==> src/rtl/bitfield_unit.sv <==
// Two-stage bit-field extract/insert: S1 registers operands and decoded mask, S2 registers the result (2 edges).
// Backpressure: S2 holds under !out_ready, bubbles collapse, at most two ops buffered before in_ready drops.

module accum_decoder #(
  parameter int N = 6
) (
  input  logic [N-1:0]        len_i,
  output logic [(1<<N)-1:0]   mask_o
);
  // Thermometer mask: bits [len-1:0] set, len = 0 yields an empty mask.
  assign mask_o = ~({(1<<N){1'b1}} << len_i);
endmodule

module bitfield_unit #(
  parameter int XLEN     = 64,
  parameter int LOG_XLEN = 6
) (
  input  logic                clk,
  input  logic                rst_n,
  input  logic                flush,
  input  logic                in_valid,
  output logic                in_ready,
  input  logic                op,
  input  logic [XLEN-1:0]     src,
  input  logic [XLEN-1:0]     dst,
  input  logic [LOG_XLEN-1:0] pos,
  input  logic [LOG_XLEN-1:0] len,
  output logic                out_valid,
  input  logic                out_ready,
  output logic [XLEN-1:0]     result
);

  typedef struct packed {
    logic                op;
    logic [XLEN-1:0]     src;
    logic [XLEN-1:0]     dst;
    logic [LOG_XLEN-1:0] pos;
    logic [XLEN-1:0]     mask;
  } s1_t;

  s1_t             s1_q, s1_d;
  logic            s1_valid_q, s1_valid_d;
  logic            s2_valid_q, s2_valid_d;
  logic [XLEN-1:0] result_q, result_d;

  logic [XLEN-1:0] mask;
  logic [XLEN-1:0] field;
  logic [XLEN-1:0] field_mask;
  logic [XLEN-1:0] calc;
  logic            s1_adv;
  logic            s1_load;

  accum_decoder #(.N(LOG_XLEN)) u_mask_dec (
    .len_i  (len),
    .mask_o (mask)
  );

  assign s1_adv   = s1_valid_q && (!s2_valid_q || out_ready);
  assign in_ready = !flush && (!s1_valid_q || s1_adv);
  assign s1_load  = in_valid && in_ready;

  // Shifts are XLEN wide, so anything pushed past the MSB simply falls off.
  assign field      = s1_q.src & s1_q.mask;
  assign field_mask = s1_q.mask << s1_q.pos;
  assign calc       = s1_q.op ? ((s1_q.dst & ~field_mask) | (field << s1_q.pos))
                              : ((s1_q.src >> s1_q.pos) & s1_q.mask);

  always_comb begin
    s1_d       = s1_q;
    s1_valid_d = s1_valid_q;
    s2_valid_d = s2_valid_q;
    result_d   = result_q;

    if (s1_load) begin
      s1_d.op   = op;
      s1_d.src  = src;
      s1_d.dst  = dst;
      s1_d.pos  = pos;
      s1_d.mask = mask;
    end

    if (s1_adv) begin
      result_d = calc;
    end

    if (flush) begin
      s1_valid_d = 1'b0;
      s2_valid_d = 1'b0;
    end else begin
      if (s1_load)     s1_valid_d = 1'b1;
      else if (s1_adv) s1_valid_d = 1'b0;

      if (s1_adv)                       s2_valid_d = 1'b1;
      else if (s2_valid_q && out_ready) s2_valid_d = 1'b0;
    end
  end

  always_ff @(posedge clk or negedge rst_n) begin
    if (!rst_n) begin
      s1_q       <= '0;
      s1_valid_q <= 1'b0;
      s2_valid_q <= 1'b0;
      result_q   <= '0;
    end else begin
      s1_q       <= s1_d;
      s1_valid_q <= s1_valid_d;
      s2_valid_q <= s2_valid_d;
      result_q   <= result_d;
    end
  end

  assign out_valid = s2_valid_q;
  assign result    = result_q;

endmodule

==> config.mk <==
export PLATFORM = sky130hd
export DESIGN_NAME = bitfield_unit
export DESIGN_NICKNAME = d
export VERILOG_FILES = /design/src/rtl/bitfield_unit.sv
export SDC_FILE = /design/constraint.sdc
export NUM_CORES = 1
export LEC_CHECK = 0
export BUFFER_PORTS_ARGS = -buffer_cell sky130_fd_sc_hd__buf_2
export CELL_PAD_IN_SITES_DETAIL_PLACEMENT = 1
export CELL_PAD_IN_SITES_GLOBAL_PLACEMENT = 2
export CORE_UTILIZATION = 35
export CTS_CLUSTER_SIZE = 40
export DETAILED_ROUTE_END_ITERATION = 12
export PLACE_DENSITY_LB_ADDON = 0.05
export SLEW_MARGIN = 20
export SYNTH_ARGS = -nofsm -noshare
export SYNTH_HDL_FRONTEND = slang
export SYNTH_SLANG_ARGS = --single-unit
==> constraint.sdc <==
create_clock -name clk -period 2.71 [get_ports clk]
set_clock_uncertainty 0.2 [all_clocks]
set_input_delay 0.542 -clock clk [delete_from_list [all_inputs] [get_ports clk]]
set_output_delay 0.542 -clock clk [all_outputs]
set_load 0.01 [all_outputs]
==> impl_summary.log, run 1 <==
[metrics] result of the run: complete, but fails checks
[metrics] violated checks: negative hold slack, negative setup slack
[metrics] fill cell total of the finished layout: 7469
[metrics] Detailed Place HPWL: 132900 µm
[metrics] signed area change from the synthesized netlist to the final layout: 55.06%
[metrics] vias: 30490
[metrics] slew at the pin closest to its max-slew limit: 0.8076 ns
[metrics] clock buffer depth: 3
[metrics] PwrDens: 757.7 nW/µm²
[metrics] antenna violations before repair: 12
[metrics] Synth Cell Area: 24210 µm²
[metrics] worst path setup slack after routing: -0.5980 ns
[metrics] clock slew at reported path FFs: 0.07 ns
[metrics] Detailed Route WL: 177500 µm
[metrics] CP startpoint kind: flop
[metrics] required time reported for the critical path endpoint: 2.98 ns
[metrics] clock latency reported for the late side of the worst-skew pair: 0.60 ns
[metrics] number of DRC violations after detailed routing: 0
[metrics] routed length per instance: 39.76 µm
[metrics] global router's overall resource usage: 47.92%
[metrics] number of H-tree levels: 2
[metrics] post-detailed-route count of antenna-violating nets: 0
[metrics] arrival time worst endpoint: 3.58 ns
[metrics] floorplan core area: 68470 µm²
[metrics] leakage power figure: 16.73 nW
[metrics] die width: 265 µm
[metrics] floorplan die height: 265 µm
[metrics] Die ar.: 70230 µm²
[metrics] reported max-cap violation count: 0
[metrics] Avg Inst Size Synth: 9.513 µm²
[metrics] endpoint type of the worst setup path: flop
[metrics] global-route wire length before repair: 235800 µm
[metrics] highest clock rate: 302.3 MHz
[metrics] min Tclk post-route: 3.308 ns
[metrics] Final Non-Filler Cells: 4465
[metrics] Cell Rows: 96
[metrics] sequential share of the synthesized area: 27.29%
[metrics] Tcrit/Tclk final: 122.1%
[metrics] Clock Tree Root: sky130_fd_sc_hd__clkbuf_16
[metrics] I/O Buffers: 211
[metrics] smallest hold slack: -0.007879 ns
[metrics] Setup TNS: -25.58 ns
[metrics] maximum number of pins on one net before global-route repair: 118
[metrics] warning count from the yosys run: 0
[metrics] RSZ-0062 raised after global routing: true
[metrics] Crit Path Max Fanout: 8
[metrics] final net count: 3700
[metrics] final setup violation count: 64
[metrics] number of enable-type register cells in the synthesized netlist: 0
[metrics] placed cell count: 4144
[metrics] relative max-transition margin: 45.96%
[metrics] number of distinct standard cells referenced by the synthesized netlist: 80
[metrics] sinks on the clock net: 264
[metrics] Setup Slack @ Placement: -0.9741 ns
[metrics] critical path class: flop to flop
[metrics] proportion of layout cells with a drive suffix above 1: 48.97%
[metrics] via/cell ratio: 6.828
[metrics] class of the most critical hold timing path: primary input to flop
[metrics] Ports: 212
[metrics] 1st-iter DRT viols: 4007
[metrics] via count of the first global-routing pass: 30030
[metrics] commonest non-fill, non-tap cells in the layout: sky130_fd_sc_hd__buf_4, sky130_fd_sc_hd__nand2_1, sky130_fd_sc_hd__dfrtp_1, sky130_fd_sc_hd__mux4_2, sky130_fd_sc_hd__buf_2
[metrics] final hold violation count: 2
[metrics] Pins Over Slew Limit: 0
[metrics] TritonCTS Buffers: 37
[metrics] most frequently used flop master after synthesis: sky130_fd_sc_hd__dfrtp_1
[metrics] gate count of the mapped netlist: 2545
[metrics] Remaining Overflow, GRT: 0
[metrics] initial standard-cell utilization of the core: 35.36%
[metrics] flip-flop and latch count after synthesis: 264
[metrics] final RePlAce weighted congestion: 1.074
[metrics] CTS tree: yes
[metrics] detailed-routing iteration count for the pre-antenna-repair pass: 8
[metrics] fraction of registers with async set or reset after synthesis: 100.0%
[metrics] post-synthesis net count: 2691
[metrics] commonest non-fill, non-tap cell in the layout: sky130_fd_sc_hd__buf_4
[metrics] worst-case vdd ir drop: 0.5688 mV
==> kinds of logic after synthesis <==
logic type | synth area share, %
multiplexers | 34.08
buffers and inverters | 5.297
AND/OR/NAND/NOR | 16.83
flip-flops | 27.29
AO/OA/AOI/OAI | 16.50
==> critical path, cell delays in order (launching register included) <==
cell and delay, ns:
sky130_fd_sc_hd__dfrtp_4 0.54, sky130_fd_sc_hd__buf_12 0.18, sky130_fd_sc_hd__clkbuf_16 0.17, sky130_fd_sc_hd__mux2_4 0.31, sky130_fd_sc_hd__mux4_2 0.66, sky130_fd_sc_hd__mux4_2 0.64
sky130_fd_sc_hd__nor2_1 0.13, sky130_fd_sc_hd__a211oi_1 0.06, sky130_fd_sc_hd__a221o_1 0.27
==> registers in the layout (all words and copies together), names as in the netlist <==
signal,flops
s1_valid_q,1
out_valid,1
s1_q,198
result,64
==> where the power goes <==
| group | internal [mW] | switching, mW | total [mW] |
|---|---|---|---|
| Sequential | 4.61 | 1.17 | 5.78 |
| Combinational | 7.95 | 9.52 | 17.5 |
| Clock | 3.01 | 2.19 | 5.19 |
==> cell type report <==
class,count,area (µm²),share of cell area [%]
repair buffers,1214,10490,27.94
multi-input cells,2009,17950,47.82
clock buffers,47,1036,2.760
flip-flops and latches,264,6624,17.64
diodes,3,7.507,0.02000
inverters,27,125.1,0.3333
well taps,882,1104,2.940
clock inverters,18,192.7,0.5133
repair inverters,1,11.26,0.03000
==> per-stage QoR <==
| stage | hold slack [ns] | power, mW | util (%) | area [µm²] |
|---|---|---|---|---|
| CTS | 0.0003888 | 25.97 | 52.07 | 35650 |
| detailed placement | 0.2692 | 19.57 | 46.13 | 31580 |
| floorplan | 0.04641 | 11.41 | - | 24310 |
| finish | -0.007879 | 28.44 | 54.83 | 37540 |
| global placement | 0.2721 | 19.29 | 46.13 | 31580 |
| global route | 0.01257 | 28.68 | 54.82 | 37530 |
==> repair_timing <==
action,in CTS,in global routing
cloned,7,4
gates resized for setup,230,270
hold buffers,129,0
pin swaps,34,95
buffers inserted,54,77
endpoints found under the hold margin,166,0
endpoints found under the setup margin,64,64
==> cell usage after synthesis, types with 11 or more instances <==
master / instances / share of area [%]
sky130_fd_sc_hd__a221o_1: 12 / 0.50
sky130_fd_sc_hd__nand2_1: 613 / 9.5
sky130_fd_sc_hd__buf_2: 60 / 1.2
sky130_fd_sc_hd__o221ai_1: 14 / 0.51
sky130_fd_sc_hd__buf_1: 29 / 0.45
sky130_fd_sc_hd__clkbuf_1: 126 / 2.0
sky130_fd_sc_hd__mux2i_1: 125 / 5.2
sky130_fd_sc_hd__o22ai_1: 21 / 0.54
sky130_fd_sc_hd__o21a_1: 12 / 0.37
sky130_fd_sc_hd__nand3_1: 52 / 1.1
sky130_fd_sc_hd__a32oi_1: 28 / 1.0
sky130_fd_sc_hd__a21oi_1: 76 / 1.6
sky130_fd_sc_hd__buf_4: 14 / 0.43
sky130_fd_sc_hd__nor2_1: 94 / 1.5
sky130_fd_sc_hd__a2bb2oi_1: 11 / 0.40
sky130_fd_sc_hd__o31ai_1: 29 / 0.90
sky130_fd_sc_hd__a22o_1: 11 / 0.40
sky130_fd_sc_hd__o21ai_0: 142 / 2.9
sky130_fd_sc_hd__and2_1: 70 / 1.8
sky130_fd_sc_hd__inv_1: 23 / 0.36
sky130_fd_sc_hd__dfrtp_1: 264 / 27
sky130_fd_sc_hd__buf_6: 13 / 0.60
sky130_fd_sc_hd__o211ai_1: 34 / 1.1
sky130_fd_sc_hd__a22oi_1: 23 / 0.71
sky130_fd_sc_hd__nand4_1: 12 / 0.31
sky130_fd_sc_hd__a211oi_1: 29 / 0.90
sky130_fd_sc_hd__mux4_2: 246 / 23
sky130_fd_sc_hd__nand2b_1: 14 / 0.36
sky130_fd_sc_hd__mux2_2: 119 / 5.5
sky130_fd_sc_hd__nor3_1: 25 / 0.52
sky130_fd_sc_hd__and3_1: 11 / 0.28
sky130_fd_sc_hd__a31oi_1: 27 / 0.70
==> layer usage <==
metal | vias up | track usage [%] | share of wire (%)
li1 | 11710 | - | -
met1 | 15310 | 59.80 | 36
met2 | 2613 | 71.50 | 42
met3 | 852 | 13.52 | 12
met4 | 8 | 33.62 | 9.4
met5 | - | 0 | 0.028
==> worst paths after layout <==
path	startpoint	end	slack (ns)	cells after the start
worst min register to register	s1_q[80]$_DFFE_PN0P_	s1_q[80]$_DFFE_PN0P_	0.28	2
worst min-delay path	src[6]	s1_q[140]$_DFFE_PN0P_	-0.008	3
min in group asynchronous	rst_n	out_valid$_DFFE_PN0P_	0.28	2
worst max register to register	s1_q[64]$_DFFE_PN0P_	result[13]$_DFFE_PN0P_	-0.60	8
worst max-delay path	s1_q[64]$_DFFE_PN0P_	result[13]$_DFFE_PN0P_	-0.60	8
max in group asynchronous	rst_n	s1_q[95]$_DFFE_PN0P_	1.16	4
Power figures use the tool's default switching activity.
==> inputs of run 2 (changes only) <==
--- a/config.mk
+++ b/config.mk
@@ -8,10 +8,11 @@
 export BUFFER_PORTS_ARGS = -buffer_cell sky130_fd_sc_hd__buf_2
 export CELL_PAD_IN_SITES_DETAIL_PLACEMENT = 1
 export CELL_PAD_IN_SITES_GLOBAL_PLACEMENT = 2
-export CORE_UTILIZATION = 35
+export CORE_UTILIZATION = 39
 export CTS_CLUSTER_SIZE = 40
 export DETAILED_ROUTE_END_ITERATION = 12
 export PLACE_DENSITY_LB_ADDON = 0.05
+export REMOVE_ABC_BUFFERS = 1
 export SLEW_MARGIN = 20
 export SYNTH_ARGS = -nofsm -noshare
 export SYNTH_HDL_FRONTEND = slang
==> constraint.sdc (replaced) <==
create_clock -name clk -period 3.8 [get_ports clk]
set_clock_uncertainty 0.2 [all_clocks]
set_input_delay 0.76 -clock clk [delete_from_list [all_inputs] [get_ports clk]]
set_output_delay 0.76 -clock clk [all_outputs]
set_load 0.01 [all_outputs]
==> run 2 against run 1 <==
Net effect:
- the run now ends clean
- sequential share of layout area increased by 5.7 points
- die area decreased by 10%
- cell count decreased by 19%
- critical path depth shrank 1
- clock power fell by 29%
- setup slack improved by 0.72 ns
- largest cell class unchanged
- highest routed layer unchanged
==> impl_summary.log, run 2 (synthesis gave the netlist of run 1 again) <==
[metrics] proportion of layout cells with a drive suffix above 1: 32.28%
[metrics] cells on worst reg2reg path: 7
[metrics] arrival time worst endpoint: 4.01 ns
[metrics] relative max-transition margin: 30.61%
[metrics] 1st-iter DRT viols: 3657
[metrics] highest clock rate: 272.2 MHz
[metrics] global-route wire length before repair: 203100 µm
[metrics] routed length per instance: 40.10 µm
[metrics] final setup violation count: 0
[metrics] detailed-routing iteration count for the pre-antenna-repair pass: 8
[metrics] Crit Path Max Fanout: 21
[metrics] via/cell ratio: 7.216
[metrics] commonest non-fill, non-tap cell in the layout: sky130_fd_sc_hd__nand2_1
[metrics] antenna violations before repair: 8
[metrics] via count of the first global-routing pass: 26020
[metrics] min Tclk post-route: 3.673 ns
[metrics] sinks on the clock net: 264
[metrics] Setup TNS: 0 ns
[metrics] cell area after layout: 28410 µm²
[metrics] signed area change from the synthesized netlist to the final layout: 17.36%
[metrics] final RePlAce weighted congestion: 1.113
[metrics] required time reported for the critical path endpoint: 4.13 ns
[metrics] placed cell count: 3523
[metrics] critical path class: flop to flop
[metrics] result of the run: completed
[metrics] post-detailed-route count of antenna-violating nets: 0
[metrics] final net count: 2925
[metrics] class of the most critical hold timing path: primary input to flop
[metrics] TritonCTS Buffers: 35
[metrics] clock slew at reported path FFs: 0.07 ns
[metrics] worst setup slack for register-to-register paths: 0.13 ns
[metrics] register name with the most flops: s1_q
[metrics] Tcrit/Tclk final: 96.67%
[metrics] endpoint type of the worst setup path: flop
[metrics] vias: 25940
[metrics] reg2reg end: result[58]$_DFFE_PN0P_
[metrics] global router's overall resource usage: 45.65%
[metrics] PwrDens: 556.7 nW/µm²
[metrics] hold path startpoint: src[27]
[metrics] total placed instance area: 27150 µm²
[metrics] reported max-cap violation count: 0
[metrics] number of H-tree levels: 2
[metrics] clock latency reported for the late side of the worst-skew pair: 0.59 ns
[metrics] Final Non-Filler Cells: 3595
[metrics] leakage power figure: 12.19 nW
[metrics] Pins Over Slew Limit: 0
[metrics] clock buffer depth: 3
[metrics] number of DRC violations after detailed routing: 0
[metrics] worst-case vdd ir drop: 0.3227 mV
[metrics] initial standard-cell utilization of the core: 39.81%
[metrics] Ports: 212
[metrics] smallest hold slack: 0.1631 ns
[metrics] Die ar.: 63080 µm²
[metrics] maximum number of pins on one net before global-route repair: 116
[metrics] Hold Path Stages: 3
[metrics] floorplan die height: 251.2 µm
[metrics] CP startpoint kind: flop
[metrics] I/O Buffers: 211
[metrics] end point of the worst hold path: s1_q[161]$_DFFE_PN0P_
[metrics] Detailed Route WL: 144200 µm
[metrics] RSZ-0062 raised after global routing: false
[metrics] die width: 251.2 µm
[metrics] max FFs per register: 198
[metrics] floorplan core area: 60810 µm²
[metrics] CTS tree: yes
[metrics] power after layout: 15.82 mW
[metrics] Remaining Overflow, GRT: 0
[metrics] Detailed Place HPWL: 111400 µm
[metrics] commonest non-fill, non-tap cells in the layout: sky130_fd_sc_hd__nand2_1, sky130_fd_sc_hd__dfrtp_1, sky130_fd_sc_hd__mux4_2, sky130_fd_sc_hd__buf_2, sky130_fd_sc_hd__buf_4
[metrics] final hold violation count: 0
[metrics] Clock Tree Root: sky130_fd_sc_hd__clkbuf_16
[metrics] Cell Rows: 90
[metrics] slew at the pin closest to its max-slew limit: 1.033 ns
[metrics] reg-to-reg critical path startpoint: s1_q[64]$_DFFE_PN0P_
run 2: cell count changes in the layout (fill, tap and decap cells not counted), moves of 18 or more:
cell	change
sky130_fd_sc_hd__mux2_2	+54
sky130_fd_sc_hd__o21ai_0	+30
sky130_fd_sc_hd__buf_6	-84
sky130_fd_sc_hd__mux2_4	-56
sky130_fd_sc_hd__mux2i_4	-23
sky130_fd_sc_hd__mux2i_2	-18
sky130_fd_sc_hd__buf_12	-55
sky130_fd_sc_hd__dlygate4sd3_1	-128
sky130_fd_sc_hd__mux2i_1	+41
sky130_fd_sc_hd__buf_4	-484
run 2: stage by stage:
step,util [%],worst slack [ns]
after floorplan,-,-7.283
after global placement,44.64,0.3464
after detailed placement,44.64,0.3072
after CTS,46.69,0.2986
after global routing,46.70,0.1236
final,46.72,0.1266
run 2: how the worst max path moves through the flow:
stage	startpoint	end	slack, ns
global placement	s1_q[64]$_DFFE_PN0P_	result[58]$_DFFE_PN0P_	0.35
finish	s1_q[64]$_DFFE_PN0P_	result[58]$_DFFE_PN0P_	0.13
CTS	s1_q[64]$_DFFE_PN0P_	result[58]$_DFFE_PN0P_	0.30
detailed placement	s1_q[64]$_DFFE_PN0P_	result[58]$_DFFE_PN0P_	0.31
floorplan	s1_q[64]$_DFFE_PN0P_	result[57]$_DFFE_PN0P_	-7.28
global route	s1_q[64]$_DFFE_PN0P_	result[15]$_DFFE_PN0P_	0.12
run 2: timing repair:
item | in CTS | in global routing
gates resized for setup | 0 | 0
hold buffers | 1 | 0
setup endpoints to repair | 0 | 0
setup buffers | 0 | 0
endpoints found under the hold margin | 21 | 0
run 2: area by class of cell:
type / count / area (µm²)
Fill cell: 6918 / 32400
Multi-Input combinational cell: 2009 / 16360
Sequential cell: 264 / 6624
Timing Repair Buffer: 442 / 3078
Clock buffer: 49 / 1018
Tap cell: 782 / 978.4
Clock inverter: 13 / 215.2
Inverter: 27 / 111.4
Antenna cell: 9 / 22.52
run 2: layer usage:
metal  routed length (µm)  global-route usage [%]  part of all wire, %  vias up
met2                60740                   66.22                   42     2076
met1                54550                   59.19                   38    13220
met5                   59                       0                0.041        -
li1                     -                       -                    -    10150
met3                17780                   13.50                   12      484
met4                11030                   29.53                  7.6        6
run 2: worst max-delay path, stage by stage (launching register included):
cell	delay, ns
sky130_fd_sc_hd__dfrtp_4	0.50
sky130_fd_sc_hd__inv_4	0.28
sky130_fd_sc_hd__buf_4	0.35
sky130_fd_sc_hd__mux4_2	0.63
sky130_fd_sc_hd__mux2_2	0.38
sky130_fd_sc_hd__o221a_2	0.31
sky130_fd_sc_hd__o221ai_1	0.68
sky130_fd_sc_hd__a31o_2	0.28
run 2: where the power goes:
| group | internal [mW] | switching (mW) |
|---|---|---|
| registers | 3.29 | 0.952 |
| logic | 3.12 | 4.80 |
| clock network | 2.16 | 1.50 |
